$ cat src/rtl/instr_loader_pkg.sv
// Shared types and constants for the instruction loader: FSM state encoding,
// instruction/address widths and the word-assembly helper.
package instr_loader_pkg;

  localparam int INSTR_W         = 20;
  localparam int ADDR_W          = 8;
  localparam int BYTES_PER_INSTR = 3;

  typedef enum logic [3:0] {
    IDLE,
    LEN,
    B0,
    B1,
    B2,
    WRITE,
    CSUM,
    DONE,
    ERR
  } state_t;

  // Little-endian: b0 is the low byte, and only the low nibble of b2 is used.
  function automatic logic [INSTR_W-1:0] pack_instr(input logic [7:0] b0,
                                                     input logic [7:0] b1,
                                                     input logic [3:0] b2_lo);
    return {b2_lo, b1, b0};
  endfunction

endpackage

$ cat src/rtl/instr_loader.sv
// Streams a length-prefixed, XOR-checksummed program into instruction memory
// and holds the core in reset until a load completes cleanly.
//
// state | meaning
// IDLE  | waiting for start after reset, core held
// LEN   | accepting instruction-count byte (0 means 256)
// B0    | accepting instruction bits [7:0]
// B1    | accepting instruction bits [15:8]
// B2    | accepting instruction bits [19:16]; upper nibble must be zero
// WRITE | one-cycle instruction-memory write strobe
// CSUM  | accepting checksum byte
// DONE  | load good, core released
// ERR   | format or checksum fault, core held
module instr_loader
  import instr_loader_pkg::*;
(
  input  logic               clock,
  input  logic               reset,
  input  logic               start,
  input  logic               byte_valid,
  input  logic [7:0]         byte_data,
  output logic               byte_ready,
  output logic               im_write_en,
  output logic [ADDR_W-1:0]  im_write_addr,
  output logic [INSTR_W-1:0] im_write_data,
  output logic               cpu_hold,
  output logic               done,
  output logic               error
);

  state_t            state_q, state_d;
  logic [ADDR_W-1:0] addr_q;
  logic [8:0]        written_q;
  logic [8:0]        target_q;
  logic [7:0]        csum_q;
  logic [7:0]        b0_q;
  logic [7:0]        b1_q;
  logic              xfer;

  assign xfer = byte_valid && byte_ready;

  always_ff @(posedge clock or posedge reset) begin
    if (reset) state_q <= IDLE;
    else       state_q <= state_d;
  end

  always_comb begin
    state_d     = state_q;
    byte_ready  = 1'b0;
    im_write_en = 1'b0;
    cpu_hold    = 1'b1;
    done        = 1'b0;
    error       = 1'b0;
    case (state_q)
      IDLE: if (start) state_d = LEN;
      LEN: begin
        byte_ready = 1'b1;
        if (xfer) state_d = B0;
      end
      B0: begin
        byte_ready = 1'b1;
        if (xfer) state_d = B1;
      end
      B1: begin
        byte_ready = 1'b1;
        if (xfer) state_d = B2;
      end
      B2: begin
        byte_ready = 1'b1;
        if (xfer) state_d = (byte_data[7:4] != 4'h0) ? ERR : WRITE;
      end
      WRITE: begin
        im_write_en = 1'b1;
        state_d     = (written_q + 9'd1 == target_q) ? CSUM : B0;
      end
      CSUM: begin
        byte_ready = 1'b1;
        if (xfer) state_d = (byte_data == csum_q) ? DONE : ERR;
      end
      DONE: begin
        done     = 1'b1;
        cpu_hold = 1'b0;
        if (start) state_d = LEN;
      end
      ERR: begin
        error = 1'b1;
        if (start) state_d = LEN;
      end
      default: state_d = IDLE;
    endcase
  end

  always_ff @(posedge clock or posedge reset) begin
    if (reset) begin
      addr_q        <= '0;
      written_q     <= '0;
      target_q      <= '0;
      csum_q        <= '0;
      b0_q          <= '0;
      b1_q          <= '0;
      im_write_addr <= '0;
      im_write_data <= '0;
    end else begin
      case (state_q)
        IDLE, DONE, ERR: begin
          if (start) begin
            addr_q    <= '0;
            written_q <= '0;
            target_q  <= '0;
            csum_q    <= '0;
          end
        end
        LEN: begin
          if (xfer) begin
            // A zero count byte encodes a full 256-instruction image.
            target_q <= {(byte_data == 8'd0), byte_data};
            csum_q   <= csum_q ^ byte_data;
          end
        end
        B0: begin
          if (xfer) begin
            b0_q   <= byte_data;
            csum_q <= csum_q ^ byte_data;
          end
        end
        B1: begin
          if (xfer) begin
            b1_q   <= byte_data;
            csum_q <= csum_q ^ byte_data;
          end
        end
        B2: begin
          if (xfer) begin
            csum_q <= csum_q ^ byte_data;
            if (byte_data[7:4] == 4'h0) begin
              im_write_addr <= addr_q;
              im_write_data <= pack_instr(b0_q, b1_q, byte_data[3:0]);
            end
          end
        end
        WRITE: begin
          addr_q    <= addr_q + 8'd1;
          written_q <= written_q + 9'd1;
        end
        default: ;
      endcase
    end
  end

endmodule

$ cat config.mk
export PLATFORM = sky130hd
export DESIGN_NAME = instr_loader
export DESIGN_NICKNAME = d
export VERILOG_FILES = /design/src/rtl/instr_loader_pkg.sv /design/src/rtl/instr_loader.sv
export SDC_FILE = /design/constraint.sdc
export NUM_CORES = 1
export LEC_CHECK = 0
export ABC_AREA = 0
export ABC_CLOCK_PERIOD_IN_PS = 7800
export CAP_MARGIN = 40
export CORE_ASPECT_RATIO = 0.8
export CORE_MARGIN = 2
export CORE_UTILIZATION = 52
export CTS_CLUSTER_SIZE = 30
export DETAILED_ROUTE_END_ITERATION = 10
export GPL_TIMING_DRIVEN = 0
export PLACE_DENSITY = 0.76
export SLEW_MARGIN = 15
export SYNTH_ARGS = -nofsm -noshare
export SYNTH_HDL_FRONTEND = slang
export SYNTH_SLANG_ARGS = --single-unit
$ cat constraint.sdc
create_clock -name clock -period 7.8 [get_ports clock]
set_clock_uncertainty 0.15 [all_clocks]
set_input_delay 1.56 -clock clock [delete_from_list [all_inputs] [get_ports clock]]
set_output_delay 1.56 -clock clock [all_outputs]
set_load 0.02 [all_outputs]
## Yosys cells after proc, flatten, opt, wreduce, memory -nomap -nowiden

Cells that the tools add are included.

| word-level totals | value |
|---|---|
| flip-flop bits (word level) | 82 |
| logic and storage cells | 70 |
| bits of input ports | 12 |
| output and inout bits | 33 |

| cells by class | value |
|---|---|
| add/subtract/negate cells | 2 |
| muxes and demuxes | 23 |
| equal/unequal tests | 17 |
| bitwise gates (word level) | 1 |
| reduce and logical (&&, ||, !) cells | 18 |

Operators by type and width:

| operator | number |
|---|---|
| $pmux W9 S2 | 2 |
| $mux W4 | 8 |
| $pmux W8 S2 | 2 |
| $pmux W4 S7 | 1 |
| $mux W9 | 2 |
| $eq A4 B3 Y1 const B | 4 |
| $mux W8 | 2 |
| $ne A2 B2 Y1 const B | 5 |
| $add A9 B1 Y9 const B | 1 |
| $eq A9 B9 Y1 | 1 |
| $reduce_and A3 Y1 | 3 |
| $add A8 B1 Y8 const B | 1 |
| $eq A4 B2 Y1 const B | 2 |
| $eq A8 B8 Y1 | 1 |
| $logic_not A4 Y1 | 2 |
| $logic_not A8 Y1 | 1 |
| $xor A8 B8 Y8 | 1 |
| $reduce_and A2 Y1 | 3 |
| $reduce_and A6 Y1 | 1 |
| $reduce_bool A2 Y1 | 3 |
| $mux W1 | 5 |
| $reduce_or A5 Y1 | 1 |
| $eq A4 B1 Y1 const B | 1 |
| $eq A4 B4 Y1 const B | 1 |
| other kinds (6) | 7 |

## Longest topological paths before layout

| depth | value |
|---|---|
| depth in word-level cells | 6 |
| depth in mapped cells | 9 |
| mapped depth without buffers | 7 |

## Least setup slack after synthesis

No wires, ideal clock.

| timing | value |
|---|---|
| kind | input to register |
| start | input port byte_data[7] |
| end | register im_write_addr[0] |
| setup time | 0.125 ns |
| buffers on the path | 2 |
| stages | 5 |
| slack | 4.374 ns |
| data arrival time | 3.151 ns |
| path through | or4_4 -> or4_4 -> buf_6 -> buf_12 -> mux2_4 |

| on the way | value |
|---|---|
| cells in the longest elaborated chain, start to end | 2 |

RTL lines:

| item | RTL line | text |
|---|---|---|
| from (decl) | instr_loader.sv:21 | `input logic [7:0] byte_data,` |
| $logic_not A4 Y1 | instr_loader.sv:135 | `if (byte_data[7:4] == 4'h0) begin` |
| $reduce_and A3 Y1 (no source line) | - |  |
| to (signal assigned) | instr_loader.sv:136 | `im_write_addr <= addr_q;` |
| to (decl) | instr_loader.sv:24 | `output logic [ADDR_W-1:0] im_write_addr,` |

No other way between the ends.
A chain may end at the register's enable or synchronous reset.

## Worst setup path after layout

| timing | value |
|---|---|
| start | register state_q[1] |
| end | output port im_write_en |

| on the way | value |
|---|---|
| cells in the longest elaborated chain, start to end | 2 |

RTL lines:

| item | RTL line | text |
|---|---|---|
| from (decl) | instr_loader.sv:31 | `state_t state_q, state_d;` |
| from (signal assigned) | instr_loader.sv:44 | `else state_q <= state_d;` |
| $eq A4 B3 Y1 | instr_loader.sv:54 | `case (state_q)` |
| $mux W1 | instr_loader.sv:54 |  |
| to (decl) | instr_loader.sv:23 | `output logic im_write_en,` |

No other way between the ends.

==> results.md <==
* PwrDens at 313 nW/um^2
* CTS Sinks at 82
* Synth top area share at 0.503
* Most frequent CP cell: inv_1
* Layout net count at 432
* Yosys cell types at 57
* Register area share after synthesis at 0.503
* Total grt overflow at 0
* Worst path cell trace: clkdlybuf4s25_1 -> inv_1 -> nand3_1 -> inv_1 -> clkbuf_1 -> clkdlybuf4s50_1
* Setup crit start kind: register
* Min-Delay Path Class: reg -> reg
* CTS clk-pin slew, worst paths at 0.09 ns
* Avg Inst Size Synth at 11.2 um^2
* Post-synth top cells: dfrtp_1, o21ai_0, nand3_1
* Async S/R FF share, synth at 1.00
* DRT iter0 DRCs at 162
* Synth Instances at 364
* Hold-fix buffers at CTS at 0
* Critical Path Sink Type: primary output
* Number of flops mapped to enable cells by yosys at 0
* Post-DP Area at 4660 um^2
* Buffers on Ports at 42
* Status: completed
* Total track usage at 0.216
* Critical path fanouts, max at 10
* Most frequent cell after synthesis: dfrtp_1
* Clock Tree Buf Depth at 2
* CTS Root Cell: clkbuf_8
* First-pass GRT wire length at 14400 um
* Dominant synthesized flop cell: dfrtp_1
* Detailed Place HPWL at 6100 um
* Hold WS at 0.344 ns
* Core Region at 7500 um^2
* Synthesized flop and latch total at 82
* Mapped Area at 4080 um^2
* IO Pins at 45
* Critical Path AT at 2.71 ns
* Starting Density at 0.544
* Share of layout cells above drive strength 1 at 0.173
* Post-route DRC at 0
* H-tree lvl count at 3
* Final instance area at 4840 um^2
* Final period util at 0.567
* Largest net degree at the start of global routing at 59
* Vias in the first global route at 2902
* Final setup violation count at 0
* Lkg Pwr at 2.17 nW
* Die area at 8570 um^2
* Worst Tran Pin Value at 0.830 ns
* RSZ-0062 raised after global routing: false
* Slew headroom at 0.442
* Synth top area cells: dfrtp_1, mux2_4, mux2_2
* Max-cap violations at 0
* Drt wl/cell at 16.4 um
* Area occupied by multi-input gates at 1840 um^2
* FILL cells at 639
* Routed vias/inst at 5.72
* Final WL at 8660 um
* Final setup TNS at 0 ns
* Slew Viols, Final at 0
* Vias at 3019
* GP Congestion at 0.842
* Post-route total power at 1.51 mW
* First-pass DRT Iterations at 5
* Post-synth top area cell: dfrtp_1
* Post-CTS sizing at 0
* Area Overhead vs Synth at 18.6%
* WP data required at 6.09 ns
* Syn nets at 378
* Final Hold Viols at 0
* Slack of the worst reg-to-reg path at 5.07 ns
* Crit path kind: reg -> out
* Antenna viol nets, final at 0
* Synth warn at 0
* Critical Path Max Stage Delay at 0.69 ns
* Die X at 103 um
* CTS tree: yes
* Row cnt at 28
* FMAX at 0.226 GHz
* Die Height at 83.2 um
* Register Area at 2050 um^2
* Post-place setup slack at 3.60 ns
* Number of inserted diodes at 0
* Slowest cell on the critical path: clkdlybuf4s50_1
* Min Clock Period, post-route at 4.42 ns
* Worst setup margin at 3.38 ns
* Initial antenna violation count at 0
* Number of setup buffers added after CTS at 0
* Num CTS Buffers at 9
* Clk_lat worst skew at 0.36 ns
* VDD IR max at 0.230 mV
## logic make-up after synthesis
group / after synthesis / synth area share
muxes: 46 / 0.145
DFF: 82 / 0.503
AOI/OAI and AO/OA: 66 / 0.105
buffers and inverters: 34 / 0.0463
adders and majority gates: 2 / 0.00613
and+or+nand+nor: 116 / 0.153
xor gates and xnor gates: 18 / 0.0420
## layout by cell type, fill, tap and decap left out, drive strengths merged, types with 4 or more instances in the layout
master         count
o21ai             34
nor4               4
buf                6
nor2b             10
nand4              5
xor2               6
nand2b             8
clkbuf            22
nand2             16
clkdlybuf4s50     42
a221o              6
xnor2             11
dfrtp             82
nand3             29
mux2              45
a21oi              7
nor2              21
inv               19
nor3               4
## registers in the layout, indices dropped and copies added (netlist names)
register and cells:
addr_q 8, b0_q 8, b1_q 8, csum_q 8, im_write_addr 8, im_write_data 20
state_q 4, target_q 9, written_q 9
## critical path: cells and delay by family, from the launching register on
| kind | cells | cell delay [ns] |
|---|---|---|
| buffers and inverters | 5 | 1.77 |
| flip-flops | 1 | 0.37 |
| AND/OR/NAND/NOR | 1 | 0.22 |
## worst paths after layout
check	startpoint	to	cells past startpoint
max	state_q[1]	im_write_en	6
min	addr_q[7]	addr_q[7]	1
max reg2reg	state_q[1]	written_q[8]	7
min reg2reg	addr_q[7]	addr_q[7]	1
max in group asynchronous	reset	target_q[4]	3
min in group asynchronous	reset	im_write_data[16]	2
## stage by stage
| stage | utilization | cells |
|---|---|---|
| floorplan | - | 364 |
| global placement | 0.618 | 511 |
| detailed placement | 0.622 | 512 |
| CTS | 0.645 | 528 |
| global route | 0.645 | 528 |
| finish | 0.645 | 528 |
## routing by layer
metal / routed length (um) / vias to the layer above / track usage / share of wire
met2: 4070 / 103 / 0.328 / 0.47
met1: 4020 / 1503 / 0.312 / 0.46
met4: 102 / 0 / 0.0502 / 0.012
met3: 467 / 8 / 0.0539 / 0.054
li1: - / 1405 / - / -
met5: 0 / - / 0 / 0
## cell type report
| cell class | count | area share |
|---|---|---|
| Multi-Input combinational cell | 248 | 0.380 |
| Clock buffer | 10 | 0.0264 |
| Timing Repair Buffer | 43 | 0.0926 |
| Clock inverter | 6 | 0.0101 |
| Sequential cell | 82 | 0.424 |
| Inverter | 16 | 0.0129 |
| Tap cell | 105 | 0.0272 |
| Buffer | 18 | 0.0266 |
## power breakdown
part / leakage, nW / internal [mW] / switching (mW)
combinational: 1.00 / 0.282 / 0.318
clock: 0.0799 / 0.119 / 0.162
sequential: 1.09 / 0.548 / 0.0853
total: 2.17 / 0.949 / 0.565
Power figures use the tool's default switching activity.
